===== src/rtl/wb_arbiter_if.sv =====
// ---------------------------------------------------------------------------
// wb_arbiter_pkg / wb_arbiter_if
//   Shared writeback payload type and the bus bundle between the execution
//   pipelines, the writeback merge stage and the reorder buffer write port.
//
//   Signals in the bundle:
//     req_valid     per-source writeback request valid (producer -> merge)
//     req_info      per-source writeback payload       (producer -> merge)
//     stall_src     per-source early stall             (merge -> producer)
//     rob_ready     RoB accepts the presented request  (RoB -> merge)
//     req_rob_valid registered request valid           (merge -> RoB)
//     req_rob_info  registered request payload         (merge -> RoB)
//     overflow_err  sticky dropped-push indicator      (merge -> system)
//
//   Modports: slave is the merge stage, master is its environment.
// ---------------------------------------------------------------------------
package wb_arbiter_pkg;

  typedef struct packed {
    logic [5:0]  instr_id;
    logic [31:0] data;
    logic        exc;
  } writeback_request_t;

endpackage

interface wb_arbiter_if #(
  parameter int NUM_SRC = 3
);
  import wb_arbiter_pkg::*;

  logic [NUM_SRC-1:0] req_valid;
  writeback_request_t req_info [NUM_SRC];
  logic [NUM_SRC-1:0] stall_src;
  logic               rob_ready;
  logic               req_rob_valid;
  writeback_request_t req_rob_info;
  logic               overflow_err;

  modport master (
    output req_valid, req_info, rob_ready,
    input  stall_src, req_rob_valid, req_rob_info, overflow_err
  );

  modport slave (
    input  req_valid, req_info, rob_ready,
    output stall_src, req_rob_valid, req_rob_info, overflow_err
  );

endinterface


===== src/rtl/wb_arbiter.sv =====
// ---------------------------------------------------------------------------
// wb_arbiter
//   Writeback merge stage between the ALU/MUL/CACHE pipelines and the RoB
//   write port. Each source owns a small FIFO; a round-robin arbiter pops one
//   FIFO head per cycle into a registered output toward the RoB. Producers
//   have no ready input, so each gets an early stall derived from occupancy.
//
//   Ports:
//     clock     rising-edge clock
//     reset     asynchronous, active-low reset
//     flush_wb  synchronous flush of all queued and presented requests
//     bus       wb_arbiter_if.slave (requests in, stalls out, RoB request out)
// ---------------------------------------------------------------------------
module wb_arbiter
  import wb_arbiter_pkg::*;
#(
  parameter int NUM_SRC      = 3,
  parameter int FIFO_DEPTH   = 4,
  parameter int STALL_THRESH = 2
) (
  input logic        clock,
  input logic        reset,
  input logic        flush_wb,
  wb_arbiter_if.slave bus
);

  localparam int PTR_W = $clog2(FIFO_DEPTH);
  localparam int CNT_W = PTR_W + 1;
  localparam int SRC_W = (NUM_SRC > 1) ? $clog2(NUM_SRC) : 1;

  localparam logic [CNT_W-1:0] FULL_CNT  = CNT_W'(FIFO_DEPTH);
  localparam logic [CNT_W-1:0] STALL_CNT = CNT_W'(FIFO_DEPTH - STALL_THRESH);
  localparam logic [SRC_W-1:0] LAST_SRC  = SRC_W'(NUM_SRC - 1);

  writeback_request_t mem [NUM_SRC][FIFO_DEPTH];
  logic [PTR_W-1:0]   wr_ptr [NUM_SRC];
  logic [PTR_W-1:0]   rd_ptr [NUM_SRC];
  logic [CNT_W-1:0]   count  [NUM_SRC];
  logic [SRC_W-1:0]   rr_ptr;

  logic               out_free;
  logic               found;
  logic [SRC_W-1:0]   winner;
  logic [SRC_W-1:0]   search_idx;
  logic [NUM_SRC-1:0] pop;
  logic [NUM_SRC-1:0] push_ok;
  logic [NUM_SRC-1:0] push_drop;

  // Stall is purely occupancy based so producers see it one cycle early
  // enough to cover requests already in flight in their pipelines.
  always_comb begin
    bus.stall_src = '0;
    for (int i = 0; i < NUM_SRC; i++) begin
      bus.stall_src[i] = (count[i] >= STALL_CNT);
    end
  end

  // Round-robin search: walk the sources starting at rr_ptr, wrapping, and
  // take the first one with a non-empty FIFO.
  always_comb begin
    found      = 1'b0;
    winner     = '0;
    search_idx = rr_ptr;
    for (int k = 0; k < NUM_SRC; k++) begin
      if (!found && (count[search_idx] != '0)) begin
        found  = 1'b1;
        winner = search_idx;
      end
      search_idx = (search_idx == LAST_SRC) ? '0 : search_idx + 1'b1;
    end
  end

  // A pop only happens when the output register can take a new entry.
  // A push into a full FIFO is still accepted if that same FIFO is being
  // popped this cycle; otherwise it is dropped and flagged. Flush drops
  // every push of its cycle without flagging it.
  always_comb begin
    out_free  = !bus.req_rob_valid || bus.rob_ready;
    pop       = '0;
    push_ok   = '0;
    push_drop = '0;
    for (int i = 0; i < NUM_SRC; i++) begin
      pop[i]       = out_free && found && !flush_wb && (winner == SRC_W'(i));
      push_ok[i]   = bus.req_valid[i] && !flush_wb &&
                     ((count[i] != FULL_CNT) || pop[i]);
      push_drop[i] = bus.req_valid[i] && !flush_wb &&
                     (count[i] == FULL_CNT) && !pop[i];
    end
  end

  // FIFO storage carries no reset; validity is tracked by count alone.
  always_ff @(posedge clock) begin
    for (int i = 0; i < NUM_SRC; i++) begin
      if (push_ok[i]) begin
        mem[i][wr_ptr[i]] <= bus.req_info[i];
      end
    end
  end

  // Pointers, counts, round-robin pointer and the RoB output register.
  // overflow_err survives flush on purpose so a lost writeback stays visible.
  always_ff @(posedge clock or negedge reset) begin
    if (!reset) begin
      for (int i = 0; i < NUM_SRC; i++) begin
        wr_ptr[i] <= '0;
        rd_ptr[i] <= '0;
        count[i]  <= '0;
      end
      rr_ptr            <= '0;
      bus.req_rob_valid <= 1'b0;
      bus.req_rob_info  <= '0;
      bus.overflow_err  <= 1'b0;
    end else begin
      if (|push_drop) begin
        bus.overflow_err <= 1'b1;
      end
      if (flush_wb) begin
        for (int i = 0; i < NUM_SRC; i++) begin
          wr_ptr[i] <= '0;
          rd_ptr[i] <= '0;
          count[i]  <= '0;
        end
        rr_ptr            <= '0;
        bus.req_rob_valid <= 1'b0;
      end else begin
        for (int i = 0; i < NUM_SRC; i++) begin
          if (push_ok[i]) begin
            wr_ptr[i] <= wr_ptr[i] + 1'b1;
          end
          if (pop[i]) begin
            rd_ptr[i] <= rd_ptr[i] + 1'b1;
          end
          case ({push_ok[i], pop[i]})
            2'b10:   count[i] <= count[i] + 1'b1;
            2'b01:   count[i] <= count[i] - 1'b1;
            default: count[i] <= count[i];
          endcase
        end
        if (out_free) begin
          if (found) begin
            bus.req_rob_valid <= 1'b1;
            bus.req_rob_info  <= mem[winner][rd_ptr[winner]];
            rr_ptr            <= (winner == LAST_SRC) ? '0 : winner + 1'b1;
          end else begin
            bus.req_rob_valid <= 1'b0;
          end
        end
      end
    end
  end

endmodule

===== src/flat_wrapper.sv =====
// flat-port wrapper written by rule: the top's interface ports become plain ports
module wb_arbiter_flat import wb_arbiter_pkg::*;
#(
  parameter int NUM_SRC      = 3,
  parameter int FIFO_DEPTH   = 4,
  parameter int STALL_THRESH = 2
)
  (clock, reset, flush_wb, bus_req_valid, bus_req_info, bus_rob_ready, bus_stall_src, bus_req_rob_valid, bus_req_rob_info, bus_overflow_err);
  wb_arbiter_if #(.NUM_SRC(NUM_SRC)) bus_i ();
  input logic clock;
  input logic reset;
  input logic flush_wb;
  input wire logic [$bits(bus_i.req_valid)-1:0] bus_req_valid;
  input wire logic [$bits(bus_i.req_info)-1:0] bus_req_info;
  input wire logic [$bits(bus_i.rob_ready)-1:0] bus_rob_ready;
  output wire logic [$bits(bus_i.stall_src)-1:0] bus_stall_src;
  output wire logic [$bits(bus_i.req_rob_valid)-1:0] bus_req_rob_valid;
  output wire logic [$bits(bus_i.req_rob_info)-1:0] bus_req_rob_info;
  output wire logic [$bits(bus_i.overflow_err)-1:0] bus_overflow_err;
  assign bus_i.req_valid = bus_req_valid;
  assign bus_i.req_info = {>>{bus_req_info}};
  assign bus_i.rob_ready = bus_rob_ready;
  assign bus_stall_src = bus_i.stall_src;
  assign bus_req_rob_valid = bus_i.req_rob_valid;
  assign bus_req_rob_info = bus_i.req_rob_info;
  assign bus_overflow_err = bus_i.overflow_err;
  wb_arbiter #(.NUM_SRC(NUM_SRC), .FIFO_DEPTH(FIFO_DEPTH), .STALL_THRESH(STALL_THRESH)) u_core (.clock(clock), .reset(reset), .flush_wb(flush_wb), .bus(bus_i));
endmodule

===== config.mk =====
export PLATFORM = sky130hd
export DESIGN_NAME = wb_arbiter_flat
export DESIGN_NICKNAME = d
export VERILOG_FILES = /design/src/rtl/wb_arbiter_if.sv /design/src/rtl/wb_arbiter.sv /design/src/flat_wrapper.sv
export SDC_FILE = /design/constraint.sdc
export NUM_CORES = 1
export LEC_CHECK = 0
export ABC_AREA = 1
export CAP_MARGIN = 10
export CORE_MARGIN = 1.5
export CORE_UTILIZATION = 30
export CTS_BUF_LIST = sky130_fd_sc_hd__clkbuf_16
export DETAILED_ROUTE_END_ITERATION = 12
export GPL_TIMING_DRIVEN = 0
export HOLD_SLACK_MARGIN = 0.05
export PLACE_DENSITY = 0.5
export SLEW_MARGIN = 25
export SYNTH_ARGS = -nofsm -noshare
export SYNTH_HDL_FRONTEND = slang
export SYNTH_SLANG_ARGS = --single-unit
export TNS_END_PERCENT = 100

===== constraint.sdc =====
create_clock -name clock -period 5.2 [get_ports clock]
set_clock_uncertainty 0.2 [all_clocks]
set_input_delay 1.3 -clock clock [delete_from_list [all_inputs] [get_ports clock]]
set_output_delay 1.3 -clock clock [all_outputs]
set_load 0.02 [all_outputs]

## After elaboration in Yosys (flattened, before gate mapping)

Memory sizes are Yosys's and may differ from the RTL's.
Cells that the tools add are included.

| word-level totals | value |
|---|---|
| input bits | 124 |
| flip-flop bits (word level) | 64 |
| memory bits (writable) | 468 |
| logic and storage cells | 175 |
| memories | 1 |

| operators by class | value |
|---|---|
| equal/unequal tests | 16 |
| muxes and demuxes | 54 |
| magnitude comparators | 14 |
| $add $sub $neg | 15 |
| reductions and logical operators | 51 |
| bitwise gates (word level) | 9 |

Memories:

| memory | depth | bits a word | read ports | clocked after memory_dff | wr ports | line | RTL |
|---|---|---|---|---|---|---|---|
| u_core.mem | 3 | 156 | 1 | 0 | 3 | wb_arbiter.sv:35 | `writeback_request_t mem [NUM_SRC][FIFO_DEPTH];` |

Operator list:

| operator | count |
|---|---|
| $mux W156 | 3 |
| $demux W39 S2 | 3 |
| $mux W39 | 5 |
| $bmux W39 S2 | 1 |
| $mux W2 | 17 |
| $ge A3 B3 Y1 const B | 8 |
| $not A2 Y3 | 8 |
| $logic_and A1 B1 Y1 | 22 |
| $add A2 B1 Y2 const B | 9 |
| $bmux W3 S2 | 3 |
| $mux W3 | 6 |
| $pmux W3 S2 | 3 |
| $reduce_bool A3 Y1 | 6 |
| $reduce_bool A2 Y1 | 8 |
| $eq A2 B2 Y1 const B | 6 |
| $mux W6 | 2 |
| $add A3 B1 Y3 const B | 3 |
| $eq A3 B3 Y1 const B | 3 |
| $ge A3 B2 Y1 const B | 3 |
| $lt A3 B1 Y1 const B | 3 |
| $mux W1 | 9 |
| $mux W9 | 1 |
| $ne A3 B3 Y1 const B | 3 |
| $sub A3 B1 Y3 const B | 3 |
| other kinds (9) | 21 |

## Depth between registers and ports, before layout

| logic depth | value |
|---|---|
| depth in word-level cells | 20 |
| depth in mapped cells | 19 |

## Worst setup path after synthesis

OpenSTA, ideal clock, no wires.

| path | value |
|---|---|
| kind | input -> register |
| start | in flush_wb |
| end | mem u_core.mem[1][0] in the netlist's numbering (enable) |
| required time | 4565 ps |
| data arrival time | 3796 ps |
| cell stages on the path | 7 |
| path slack | 768 ps |
| setup time | 435 ps |
| path through | inv_1 > nand2_1 > nand3_1 > nor2_1 > or2_2 > nand2_1 > nor2_1 |

RTL lines:

| what | line | RTL |
|---|---|---|
| from (decl) | flat_wrapper.sv:12 | `input logic flush_wb;` |
| to (decl) | wb_arbiter.sv:35 |  |

==> flow_summary_export.csv <==
group,metric,value,unit
synth,ys.flop_type,"edfxtp_1",
clock_network,post-cts-setup-buffer-count,0,
placed_design,numPortBuffers,167,
global_route,grt-ovfl-total,0,
global_route,grt_util_all_layers,0.211,
sta,maxSlewViolCount,0,
sta,layout_setup_ws,583,ps
floorplan,die_y,277,um
clock_network,insertion_delay,630,ps
sta,tightest_slew,1080,ps
route,final_antenna_net_count,0,
clock_network,cts_resized,0,
clock_network,cts_made_buffers,56,
placed_design,placedCellCount,3346,
clock_network,clk_pin_slew,60,ps
critical_path,crit_path_end_kind,"flip-flop",
route,drt_wl_total,81600,um
placed_design,dp_slack,-32.8,ps
critical_path,cp.required,5320,ps
synth,ys_ff_latch,532,
critical_path,r2r_slack,850,ps
critical_path,startpoint_type,"primary input",
route,drcViolationCount,0,
synth,post-synth-top-area-cell,"edfxtp_1",
critical_path,arrival,4740,ps
placed_design,place_congestion,0.840,
flow_run,cap_viol_max_count,0,
floorplan,num_io_pins,168,
floorplan,initial_core_util,0.303,
synth,avgSynthCellArea,10.4,um2
sta,max_slew_margin,0.280,
synth,synth-async-reset-ratio,0.120,
sta,hold_viol_final,0,
floorplan,dieArea,76800,um2
sta,fin_crit_sh,0.888,
synth,synth_cells,2177,
sta,max_freq,0.217,GHz
finish,nFillCells,7228,
route,drt_pass1_iterations,8,
global_route,grt_pass1_wl,115000,um
synth,synth.area.top_cells,"edfxtp_1 62%, nand2_1 12%, dfrtp_1 7.1%",
synth,synth-edff-count,468,
floorplan,die_w,277,um
synth,synth_nets,2316,
floorplan,coreArea,74400,um2
synth,synth_warnings,0,
min_path,hold_class,"reg -> reg",
sta,layout_min_cycle_time,4620,ps
synth,yosysMostFrequentCell,"nand2_1",
synth,seq_area_frac_synth,0.694,
clock_network,cts_root_buf,"clkbuf_16",
global_route,grt_max_degree,52,
floorplan,fp-row-count,100,
synth,syn_area,22500,um2
route,vias_per_cell,4.77,
finish,drive_above_1_share,0.0870,
clock_network,cts_tree,"done",
route,route.vias.total,16481,
finish,finalNetCount,2574,
synth,synth_top_area_frac,0.623,
status,outcome,"finished clean",
clock_network,cts_buffer_depth,3,
clock_network,holdBufCountCts,0,
clock_network,clock-sinks,532,
route,drt-initial-drc-count,1631,
synth,synth.distinct_cells,30,
sta,rsz0062_at_grt,"false",
global_route,antenna_found_initial,4,
critical_path,worstPathMaxFanout,12,
synth,ys_top_cells_by_count,"712 x nand2_1, 468 x edfxtp_1, 344 x nor2_1",
finish,final_cell_count_no_fill,3453,
placed_design,dp_hpwl,55800,um
finish,area_growth,24.8,%
sta,setup_viol,0,
clock_network,cts.htree.levels,2,
global_route,grt_pass1_vias,16061,
route,wl_per_cell,23.6,um
critical_path,setup.worst_path.class,"in -> reg",
final timing paths:
kind / from / endpoint / cells after the start
worst min-delay path: u_core.rd_ptr[3] / u_core.rd_ptr[3] / 1
worst max-delay path: flush_wb / u_core.mem[0][43] / 11
worst max register to register: u_core.count[8] / u_core.mem[0][43] / 15
min in group asynchronous: reset / u_core.bus.req_rob_info[10] / 1
worst min register to register: u_core.rd_ptr[3] / u_core.rd_ptr[3] / 1
max in group asynchronous: reset / u_core.bus.req_rob_info[15] / 2
layout make-up:
cell class                 count  area, um2  area share
antenna                        2       5.00    0.000178
buffer                        93        493      0.0175
clock buffer                  56       1400      0.0498
clock inverter                49        382      0.0136
inverter                     211        792      0.0282
multi-input combinational   1341       5700       0.202
sequential                   532      15700       0.556
tap                          969       1210      0.0431
timing repair buffer         200       2500      0.0887
per-layer routing:
layer,part of all wire,up-vias,track usage
met1,0.43,8016,0.282
met5,0,-,0
met4,0.029,0,0.0642
met2,0.47,759,0.350
met3,0.074,139,0.0348
li1,-,7567,-
flip-flops by register name, indices dropped and copies added, names as in the netlist:
| signal | count |
|---|---|
| u_core.wr_ptr | 6 |
| u_core.bus.req_rob_info | 39 |
| u_core.count | 9 |
| u_core.bus.req_rob_valid | 1 |
| u_core.rr_ptr | 2 |
| u_core.rd_ptr | 6 |
| u_core.mem | 468 |
| u_core.bus.overflow_err | 1 |
logic make-up (layout without fill, tap and decap cells):
| family | count (synthesis) | count (layout) | synth area share |
|---|---|---|---|
| and+or+nand+nor | 1293 | 1293 | 0.231 |
| xor gates and xnor gates | 5 | 5 | 0.00194 |
| adders and majority gates | 15 | 15 | 0.00932 |
| other | 0 | 2 | 0 |
| buffers and inverters | 304 | 609 | 0.0569 |
| AOI/OAI and AO/OA | 28 | 28 | 0.00649 |
| DFF | 532 | 532 | 0.694 |
through the flow:
step                TNS (ps)  cell area (um2)  hold WS (ps)   util
floorplan                  0            22500           226      -
global placement    -1440460            25400           255  0.342
detailed placement      -358            26300           264  0.354
CTS                        0            28100           274  0.378
global route               0            28100           297  0.378
finish                     0            28100           271  0.378
worst max-delay path: stages:
cell,delay [ps]
clkdlybuf4s50_1,650
inv_1,150
nand2_1,130
nand3_1,430
nor2_1,390
or2_1,170
nand2_1,290
nor2_4,600
buf_16,240
buf_16,170
buf_16,160
cell usage in the layout, fill, tap and decap left out, drive strengths merged:
cell type,Yosys,final
o21a,1,1
edfxtp,468,468
diode,0,2
clkinv,0,33
clkdlybuf4s50,0,166
nor2,350,350
or2,3,3
inv,211,220
xnor2,2,2
ha,12,12
nor3,2,2
fa,3,3
buf,69,103
nand3,223,223
xor2,3,3
nand2,714,714
dfrtp,64,64
nand3b,1,1
clkbuf,24,80
bufinv,0,5
o21ai,18,18
clkinvlp,0,2
o221ai,1,1
a21oi,8,8
Power is left out: the tool's default activity adds up to more than one toggle a clock period on the data nets, which glitch-free logic cannot reach.
